$ cat config.mk
export PLATFORM = sky130hd
export DESIGN_NAME = ble_scan_sequencer
export DESIGN_NICKNAME = d
export VERILOG_FILES = /design/src/rtl/ble_scan_sequencer.sv
export SDC_FILE = /design/constraint.sdc
export NUM_CORES = 1
export LEC_CHECK = 0
export CORE_ASPECT_RATIO = 1.4
export CORE_MARGIN = 1
export CORE_UTILIZATION = 55
export DETAILED_ROUTE_END_ITERATION = 10
export PLACE_DENSITY = 0.83
export SETUP_SLACK_MARGIN = 0.05
export SLEW_MARGIN = 10
export SYNTH_ARGS = -nofsm -noshare
export SYNTH_HDL_FRONTEND = slang
export SYNTH_SLANG_ARGS = --single-unit
$ cat constraint.sdc
create_clock -name clk -period 5.4 [get_ports clk]
set_input_delay 1.08 -clock clk [delete_from_list [all_inputs] [get_ports clk]]
set_output_delay 1.08 -clock clk [all_outputs]
set_load 0.005 [all_outputs]
$ cat src/rtl/ble_scan_sequencer.sv
// BLE advertising-channel scan sequencer: tunes the RF front-end across 37/38/39,
// configures the ble_cdr sniffer per channel, listens, and reports packets to host.
// Ports: clk/resetn/en; start/stop control; cfg_* sampled on start; tune_req/
// tune_channel/tune_ack RF handshake; modify_sniffer_settings/acc_addr/channel to
// ble_cdr; packet_detected/packet_len_in from ble_cdr; pkt_valid/pkt_ready/pkt_len/
// pkt_channel host report; busy, tune_err (sticky), cfg_err (pulse) status.
module ble_scan_sequencer #(
   parameter int MAX_PACKET_LEN = 376,
   parameter int DWELL_W        = 24,
   parameter int SETTLE_CYCLES  = 64,
   parameter int TUNE_TIMEOUT   = 255
) (
   input  logic                              clk,
   input  logic                              resetn,
   input  logic                              en,
   input  logic                              start,
   input  logic                              stop,
   input  logic [31:0]                       cfg_acc_addr,
   input  logic [2:0]                        cfg_chan_mask,
   input  logic [DWELL_W-1:0]                dwell_cycles,
   output logic                              tune_req,
   output logic [5:0]                        tune_channel,
   input  logic                              tune_ack,
   output logic                              modify_sniffer_settings,
   output logic [31:0]                       acc_addr,
   output logic [5:0]                        channel,
   input  logic                              packet_detected,
   input  logic [$clog2(MAX_PACKET_LEN)-1:0] packet_len_in,
   output logic                              pkt_valid,
   input  logic                              pkt_ready,
   output logic [$clog2(MAX_PACKET_LEN)-1:0] pkt_len,
   output logic [5:0]                        pkt_channel,
   output logic                              busy,
   output logic                              tune_err,
   output logic                              cfg_err
);

   localparam int LW   = $clog2(MAX_PACKET_LEN);
   localparam int TW   = $clog2(TUNE_TIMEOUT + 1);
   localparam int SW   = $clog2(SETTLE_CYCLES + 1);
   localparam logic [31:0] DEF_AA = 32'h6b7d9171;

   typedef enum logic [2:0] {
      IDLE, TUNE, SETTLE, CONFIG, LISTEN, REPORT, HOP
   } state_t;

   state_t             state_q, state_d;
   logic [31:0]        cfg_aa_q, cfg_aa_d;
   logic [2:0]         mask_q, mask_d;
   logic [DWELL_W-1:0] dwell_q, dwell_d;
   logic [DWELL_W-1:0] dcnt_q, dcnt_d;
   logic [1:0]         idx_q, idx_d;
   logic [TW-1:0]      tcnt_q, tcnt_d;
   logic [SW-1:0]      scnt_q, scnt_d;
   logic               pd_prev_q, pd_prev_d;
   logic               tune_req_q, tune_req_d;
   logic [5:0]         tune_ch_q, tune_ch_d;
   logic               mod_q, mod_d;
   logic [31:0]        acc_addr_q, acc_addr_d;
   logic [5:0]         channel_q, channel_d;
   logic               pkt_valid_q, pkt_valid_d;
   logic [LW-1:0]      pkt_len_q, pkt_len_d;
   logic [5:0]         pkt_ch_q, pkt_ch_d;
   logic               tune_err_q, tune_err_d;
   logic               cfg_err_q, cfg_err_d;

   // Index 0/1/2 maps to channel 37/38/39
   function automatic logic [5:0] ch_of(input logic [1:0] i);
      return 6'd37 + {4'd0, i};
   endfunction

   function automatic logic [1:0] first_ch(input logic [2:0] m);
      return m[0] ? 2'd0 : (m[1] ? 2'd1 : 2'd2);
   endfunction

   // Cyclic search for the next enabled channel; falls back to the same one
   function automatic logic [1:0] next_ch(input logic [1:0] i,
                                          input logic [2:0] m);
      logic [1:0] a;
      logic [1:0] b;
      a = (i == 2'd2) ? 2'd0 : i + 2'd1;
      b = (a == 2'd2) ? 2'd0 : a + 2'd1;
      if (m[a])      return a;
      else if (m[b]) return b;
      else           return i;
   endfunction

   always_comb begin
      state_d     = state_q;
      cfg_aa_d    = cfg_aa_q;
      mask_d      = mask_q;
      dwell_d     = dwell_q;
      dcnt_d      = dcnt_q;
      idx_d       = idx_q;
      tcnt_d      = tcnt_q;
      scnt_d      = scnt_q;
      pd_prev_d   = pd_prev_q;
      tune_req_d  = tune_req_q;
      tune_ch_d   = tune_ch_q;
      mod_d       = 1'b0;
      acc_addr_d  = acc_addr_q;
      channel_d   = channel_q;
      pkt_valid_d = pkt_valid_q;
      pkt_len_d   = pkt_len_q;
      pkt_ch_d    = pkt_ch_q;
      tune_err_d  = tune_err_q;
      cfg_err_d   = 1'b0;
      if (!en) begin
         cfg_err_d = cfg_err_q;
      end else if (stop) begin
         state_d     = IDLE;
         pkt_valid_d = 1'b0;
         tune_req_d  = 1'b0;
      end else begin
         case (state_q)
            IDLE: begin
               if (start && cfg_chan_mask == 3'b000) begin
                  cfg_err_d = 1'b1;
               end else if (start) begin
                  cfg_aa_d   = cfg_acc_addr;
                  mask_d     = cfg_chan_mask;
                  dwell_d    = dwell_cycles;
                  tune_err_d = 1'b0;
                  idx_d      = first_ch(cfg_chan_mask);
                  tune_ch_d  = ch_of(first_ch(cfg_chan_mask));
                  tune_req_d = 1'b1;
                  tcnt_d     = '0;
                  state_d    = TUNE;
               end
            end
            TUNE: begin
               if (tune_ack && tune_req_q) begin
                  tune_req_d = 1'b0;
                  scnt_d     = '0;
                  state_d    = SETTLE;
               end else if (tcnt_q == TW'(TUNE_TIMEOUT - 1)) begin
                  tune_req_d = 1'b0;
                  tune_err_d = 1'b1;
                  state_d    = HOP;
               end else begin
                  tcnt_d = tcnt_q + 1'b1;
               end
            end
            SETTLE: begin
               if (scnt_q == SW'(SETTLE_CYCLES - 1)) begin
                  mod_d      = 1'b1;
                  acc_addr_d = cfg_aa_q;
                  channel_d  = ch_of(idx_q);
                  state_d    = CONFIG;
               end else begin
                  scnt_d = scnt_q + 1'b1;
               end
            end
            CONFIG: begin
               pd_prev_d = packet_detected;
               dcnt_d    = '0;
               state_d   = LISTEN;
            end
            LISTEN: begin
               pd_prev_d = packet_detected;
               // Packet edge takes priority over dwell expiry
               if (packet_detected && !pd_prev_q) begin
                  pkt_len_d   = packet_len_in;
                  pkt_ch_d    = ch_of(idx_q);
                  pkt_valid_d = 1'b1;
                  state_d     = REPORT;
               end else if (dwell_q != '0 &&
                            dcnt_q == dwell_q - DWELL_W'(1)) begin
                  state_d = HOP;
               end else begin
                  dcnt_d = dcnt_q + 1'b1;
               end
            end
            REPORT: begin
               if (pkt_ready) begin
                  pkt_valid_d = 1'b0;
                  state_d     = HOP;
               end
            end
            HOP: begin
               idx_d      = next_ch(idx_q, mask_q);
               tune_ch_d  = ch_of(next_ch(idx_q, mask_q));
               tune_req_d = 1'b1;
               tcnt_d     = '0;
               state_d    = TUNE;
            end
            default: state_d = IDLE;
         endcase
      end
   end

   always_ff @(posedge clk or negedge resetn) begin
      if (!resetn) begin
         state_q     <= IDLE;
         cfg_aa_q    <= DEF_AA;
         mask_q      <= '0;
         dwell_q     <= '0;
         dcnt_q      <= '0;
         idx_q       <= '0;
         tcnt_q      <= '0;
         scnt_q      <= '0;
         pd_prev_q   <= 1'b0;
         tune_req_q  <= 1'b0;
         tune_ch_q   <= 6'd37;
         mod_q       <= 1'b0;
         acc_addr_q  <= DEF_AA;
         channel_q   <= 6'd37;
         pkt_valid_q <= 1'b0;
         pkt_len_q   <= '0;
         pkt_ch_q    <= '0;
         tune_err_q  <= 1'b0;
         cfg_err_q   <= 1'b0;
      end else begin
         state_q     <= state_d;
         cfg_aa_q    <= cfg_aa_d;
         mask_q      <= mask_d;
         dwell_q     <= dwell_d;
         dcnt_q      <= dcnt_d;
         idx_q       <= idx_d;
         tcnt_q      <= tcnt_d;
         scnt_q      <= scnt_d;
         pd_prev_q   <= pd_prev_d;
         tune_req_q  <= tune_req_d;
         tune_ch_q   <= tune_ch_d;
         mod_q       <= mod_d;
         acc_addr_q  <= acc_addr_d;
         channel_q   <= channel_d;
         pkt_valid_q <= pkt_valid_d;
         pkt_len_q   <= pkt_len_d;
         pkt_ch_q    <= pkt_ch_d;
         tune_err_q  <= tune_err_d;
         cfg_err_q   <= cfg_err_d;
      end
   end

   assign tune_req                = tune_req_q;
   assign tune_channel            = tune_ch_q;
   assign modify_sniffer_settings = mod_q;
   assign acc_addr                = acc_addr_q;
   assign channel                 = channel_q;
   assign pkt_valid               = pkt_valid_q;
   assign pkt_len                 = pkt_len_q;
   assign pkt_channel             = pkt_ch_q;
   assign busy                    = (state_q != IDLE);
   assign tune_err                = tune_err_q;
   assign cfg_err                 = cfg_err_q;

endmodule

### After elaboration in Yosys (flattened, before gate mapping)

Cells that the tools add are included.

| operators by class | value |
|---|---|
| magnitude comparators | 2 |
| bitwise operators | 2 |
| muxes and demuxes | 62 |
| reductions and logical operators | 29 |
| add/subtract/negate cells | 9 |
| equal/unequal tests | 27 |

Operators with widths:

| operator | count |
|---|---|
| $mux W24 | 2 |
| $pmux W24 S2 | 1 |
| $mux W8 | 4 |
| $mux W3 | 9 |
| $reduce_and A5 Y1 | 5 |
| $add A24 B1 Y24 const B | 1 |
| $eq A24 B24 Y1 | 1 |
| $pmux W8 S3 | 1 |
| $reduce_bool A24 Y1 | 1 |
| $sub A24 B1 Y24 const B | 1 |
| $mux W2 | 11 |
| $mux W1 | 21 |
| $pmux W3 S7 | 1 |
| $reduce_and A7 Y1 | 3 |
| $add A6 B2 Y6 const A | 3 |
| $ne A2 B2 Y1 const B | 9 |
| $ne A3 B3 Y1 const B | 5 |
| $mux W7 | 2 |
| $pmux W7 S2 | 1 |
| $mux W6 | 2 |
| $pmux W6 S2 | 1 |
| $reduce_and A4 Y1 | 3 |
| $eq A3 B3 Y1 const B | 3 |
| $reduce_bool A3 Y1 | 3 |
| 22 further kinds | 37 |

| word-level totals | value |
|---|---|
| output and inout bits | 65 |
| register bits after elaboration | 168 |
| input bits | 76 |

### Logic depth before layout (Yosys ltp)

| logic depth | value |
|---|---|
| depth after elaboration | 13 |
| mapped depth | 13 |
| gate-level depth less buffers | 10 |

### Worst setup path after synthesis

No wires, ideal clock.

| timing path | value |
|---|---|
| kind | register to register |
| start | register dwell_q[0] |
| end | register dcnt_q[5] |
| clock period less this slack | 3.288 ns |
| path slack | 2.112 ns |
| data required time | 5.268 ns |
| setup time | 0.132 ns |
| stages on the path, launching flop included | 13 |
| data arrival time | 3.157 ns |
| path through | dfrtp_1 clkbuf_1 inv_1 ha_1 or3b_2 nor4_2 mux2_2 o211a_1 a211o_1 nor3_2 buf_6 nor4_1 or3b_1 |

| between the ends | value |
|---|---|
| word-level cells in the longest chain between the ends | 5 |
| elaborated cells between the ends (all ways) | 6 |
| classes of those cells | add/sub (1); eq/ne (2); reduce/logical (3) |

Ends and longest elaborated chain:

| element | RTL line | RTL |
|---|---|---|
| start, declared | 50 | `logic [DWELL_W-1:0] dwell_q, dwell_d;` |
| start signal, assigned | 217 | `dwell_q <= dwell_d;` |
| $sub A24 B1 Y24 | 168 | `dcnt_q == dwell_q - DWELL_W'(1)) begin` |
| $eq A24 B24 Y1 | 168 |  |
| $logic_and A1 B1 Y1 * | 167 | `end else if (dwell_q != '0 &&` |
| $ne A2 B2 Y1 (no line) * | n/a |  |
| $reduce_and A5 Y1 (no line) * | n/a |  |
| end signal, assigned | 218 | `dcnt_q <= dcnt_d;` |
| end, declared | 51 | `logic [DWELL_W-1:0] dcnt_q, dcnt_d;` |

Mark *: on every way between the ends. The rest lies on a longest branch, timed or not.
A chain may end at the register's enable or synchronous reset.

### Final worst setup path

Same ends and word-level chain as after synthesis.

==> results.md <==
- The total overflow reported by the global router is 0.
- At the worst endpoint, the required time is about 5.7 ns.
- The global-route total usage across every layer is 0.2563.
- Before CTS, the worst setup slack after placement is ~1.6 ns.
- The mapped cell area is around 8400 µm².
- For this design the ratio of total power to cell area is 431.8 nW/µm².
- Of the cells placed in the final design, the portion with a size suffix greater than 1 is 0.2339.
- The cell row count is 53.
- Clock tree synthesis found a total of roughly 160 sinks.
- The largest area contributor in the synthesized netlist is dfrtp_1.
- Wire segments on met3 add up to 986 µm in the final route.
- The floorplan step set the die height to about 150 µm.
- The worst flop-to-flop path startpoint is dwell_q[0].
- From synthesis to final layout, the design area changed by 24.11%.
- The floorplan step defined a die boundary enclosing 15710 µm².
- The number of library cell types mapped by synthesis is 74.
- The post-CTS setup buffer count is 0.
- The largest net degree at the start of global routing is 69.
- Yosys attributes the largest share of cell area to dfrtp_1 37%, mux2_2 14%, dfstp_2 13%, nand2_1 2.8%, o21ai_0 2.1%.
- The share of the Yosys chip area taken by registers is 0.4936.
- Averaged over all synthesized cells, the footprint is 10.94 µm².
- The number of DRC markers in iteration 0 is approximately 250.
- Adding up every negative setup slack in the final design gives 0 ns.
- The buffer type at the clock tree root is clkbuf_16.
- The top-level port count is 141.
- Before antenna repair, the detailed router went through 5 iterations.
- The worst min-delay path category is flip-flop to flip-flop.
- The slew at the pin with the worst max-slew slack is 0.8723 ns.
- The final number of hold-violating endpoints came to 0.
- The net count of the finished layout is 971.
- The run finished with clean final reports.
- Summed over all nets, wire length on met2 after detailed routing comes to 10480 µm.
- The most used flip-flop cell after synthesis is dfrtp_1.
- The normalized max-slew margin is 0.4111.
- The starting density of the core is 0.5607.
- The clock period could shrink to 3.897 ns.
- The critical-path maximum fanout is 13.
- The residual antenna-violating net count after detailed routing is 0.
- The arrival time of data at the critical path endpoint is about 4.2 ns.
- The number of antenna violations at the first check in global routing was 0.
- The max-capacitance violation count is 0.
- The via count of the first global-routing pass is 6487.
- The remaining routing DRC violations is 0.
- 0 antenna diodes ended up in the layout.
- In this run the critical register-to-register path is captured at dcnt_q[5].
- The number of pins exceeding their max-slew limit in the final report is 0.
- Among all cell types in the netlist, the one instantiated most often is dfrtp_1.
- Clock skew on the completed layout was measured at 0.01351 ns.
- The total via count in the routed design is about 6400.
- The TritonCTS clock tree is built.
- Counting instances, the worst hold path has a depth of 2.
- For this block, the routed nets add up to 19420 µm of wire.
- Of the available clock period, the critical path in the final layout requires 0.7216.
- In this run, post-CTS repair resized a total of 0 instances.
- The later-pin clock latency in the skew report is 0.44 ns.
- The number of instances in the synthesized netlist is 765.
- The static leakage is 4.355 nW.
- The startpoint kind of the worst setup timing path is a flip-flop.
- In this run the most critical hold path is launched from channel[0].
- The placer's final routability congestion estimate is 0.8849.
- After detailed routing, no signal wire sits above met4.
- Summed over all nets, the half-perimeter wirelength after detailed placement is 13470 µm.
- The first global-routing pass estimated 31530 µm of wire.
- The maximum operating frequency is approximately 260 MHz.
- Across all setup checks in the final design, the least slack found is approximately 1.5 ns.
- The share of synthesized area in the top cell type comes to 0.3679.
- In this run the number of H-tree levels came out at 4.
- In this run the standard cell core region covers between 10000 and 15000 µm².
- The cell count of the worst reg-to-reg path is 10.
- The worst hold path endpoint is channel[0].
- Counting flops and latches in the post-synthesis netlist gives 163.
- In the final routed layout, each cell accounts on average for around 18 µm.
- In the routed layout, each cell is associated on average with a via count of 5.886.
- Buffers placed on the I/O ports in this run total 135.
- After synthesis, the most frequently instantiated cells are 123 x dfrtp_1, 105 x mux2_2, 63 x nand2_1.
- The critical path is of the flip-flop to flip-flop type.
- Hold repair after CTS inserted 0 buffers.
- Counting the fill cells in the layout gives 1088.
- The highest ir drop seen on vdd is between 0.3 and 0.4 mV.
- The routed length on met1 is 7341 µm.
- Setup repair after global routing left no endpoint under its margin.
- The clock passes through at most 2 buffers.
- The CTS buffer count is 17.
- Counting flops with a built-in enable in the synthesized netlist gives 0.
- The slack of the worst reg-to-reg path is 1.50 ns.
- From left edge to right edge, the die measures 106.2 µm.
- The worst setup path startpoint is dwell_q[0].
- After clock tree synthesis, the clock-pin slew on the worst setup and hold paths is about 0.070 ns.
- Setup violations remaining at the end of the flow were counted as 0.
- The number of warnings issued by yosys is 0.
- The post-synthesis async set-or-reset flop share is 1.000.
- STA classifies the critical path endpoint as a flip-flop.
[final cells by class]
cell class	instances	area [µm²]	share of cell area
inverters	14	52.55	0.005061
clock buffers	17	425.4	0.04097
multi-input cells	548	3980	0.3833
well taps	192	240.2	0.02314
flip-flops and latches	163	4129	0.3977
repair buffers	141	1398	0.1346
clock inverters	15	157.7	0.01518
[state kept, by name (all words and copies together) (netlist names)]
| name | flops |
|---|---|
| acc_addr | 32 |
| cfg_aa_q | 32 |
| cfg_err | 1 |
| channel | 4 |
| dcnt_q | 24 |
| dwell_q | 24 |
| idx_q | 2 |
| mask_q | 3 |
| modify_sniffer_settings | 1 |
| pd_prev_q | 1 |
| pkt_channel | 5 |
| pkt_len | 9 |
| pkt_valid | 1 |
| scnt_q | 7 |
| state_q | 3 |
| tcnt_q | 8 |
| tune_channel | 4 |
| tune_err | 1 |
| tune_req | 1 |
[layout by cell type, fill, tap and decap left out, types with 5 or more instances in the layout]
cell type | netlist | routed
a21oi_1 | 32 | 32
and2_1 | 8 | 8
and3_1 | 12 | 12
buf_4 | 7 | 6
clkbuf_16 | 0 | 17
clkdlybuf4s50_1 | 0 | 134
conb_1 | 2 | 5
dfrtp_1 | 123 | 123
dfstp_2 | 40 | 40
ha_1 | 10 | 10
inv_1 | 14 | 14
inv_6 | 0 | 5
mux2_2 | 105 | 105
nand2_1 | 63 | 63
nand2b_1 | 5 | 5
nand3_1 | 21 | 21
nand4_1 | 17 | 17
nor2_1 | 36 | 36
nor2b_1 | 7 | 7
nor3_1 | 17 | 16
nor3b_1 | 6 | 6
nor4_1 | 9 | 9
o21ai_0 | 35 | 35
o21ai_1 | 9 | 9
o31ai_1 | 6 | 6
or3_1 | 21 | 21
or4_1 | 12 | 12
xnor2_1 | 17 | 17
xor2_1 | 20 | 20
[routing by layer]
layer | up-vias | track usage
li1 | 3019 | -
met1 | 3165 | 0.2791
met2 | 187 | 0.4643
met3 | 45 | 0.06437
met4 | 0 | 0.1146
met5 | - | 0
[worst max-delay path, stage by stage, from the launching register on]
cell     delay [ns]
dfrtp_1        0.44
inv_1          0.13
ha_1           0.27
or3b_2         0.57
nor4_2         0.28
mux2_2         0.37
o211a_1        0.25
a211o_1        0.29
nor3_2         0.64
nor4_1         0.10
or3b_1         0.39
[worst max-delay path by stage]
stage	cells after the start	slack, ns	endpoint
2_1_floorplan	12	2.11	dcnt_q[5]
3_3_place_gp	7	1.59	dcnt_q[5]
3_5_place_dp	10	1.59	dcnt_q[5]
4_1_cts	10	1.56	dcnt_q[5]
5_1_grt	10	1.36	dcnt_q[5]
6_report	10	1.50	dcnt_q[5]
[cells by family after synthesis]
logic type | Yosys count | share of synthesized area
and+or+nand+nor | 263 | 0.1796
DFF | 163 | 0.4936
AOI/OAI and AO/OA | 124 | 0.09348
muxes | 109 | 0.1461
buffers and inverters | 57 | 0.03261
xor gates and xnor gates | 37 | 0.03874
adders and majority gates | 10 | 0.01496
other | 2 | 0.0008977
[report_power, final]
part / switching [W] / internal, W
clock network: 0.000562 / 0.000617
logic: 0.000596 / 0.000716
registers: 0.000386 / 0.00161
total: 0.00154 / 0.00294
[through the flow]
stage / total power, W / hold slack, ns / area (µm²) / utilization / cells
2_1_floorplan: 0.002834 / 0.4590 / 8377 / - / 768
5_1_grt: 0.004729 / 0.5174 / 10380 / 0.6958 / 1090
3_3_place_gp: 0.003256 / 0.4498 / 9799 / 0.6568 / 1058
4_1_cts: 0.004499 / 0.4830 / 10380 / 0.6958 / 1090
3_5_place_dp: 0.003301 / 0.4727 / 9799 / 0.6568 / 1058
6_report: 0.004483 / 0.4821 / 10380 / 0.6958 / 1090
No activity file was read; power rests on OpenSTA's default activity.
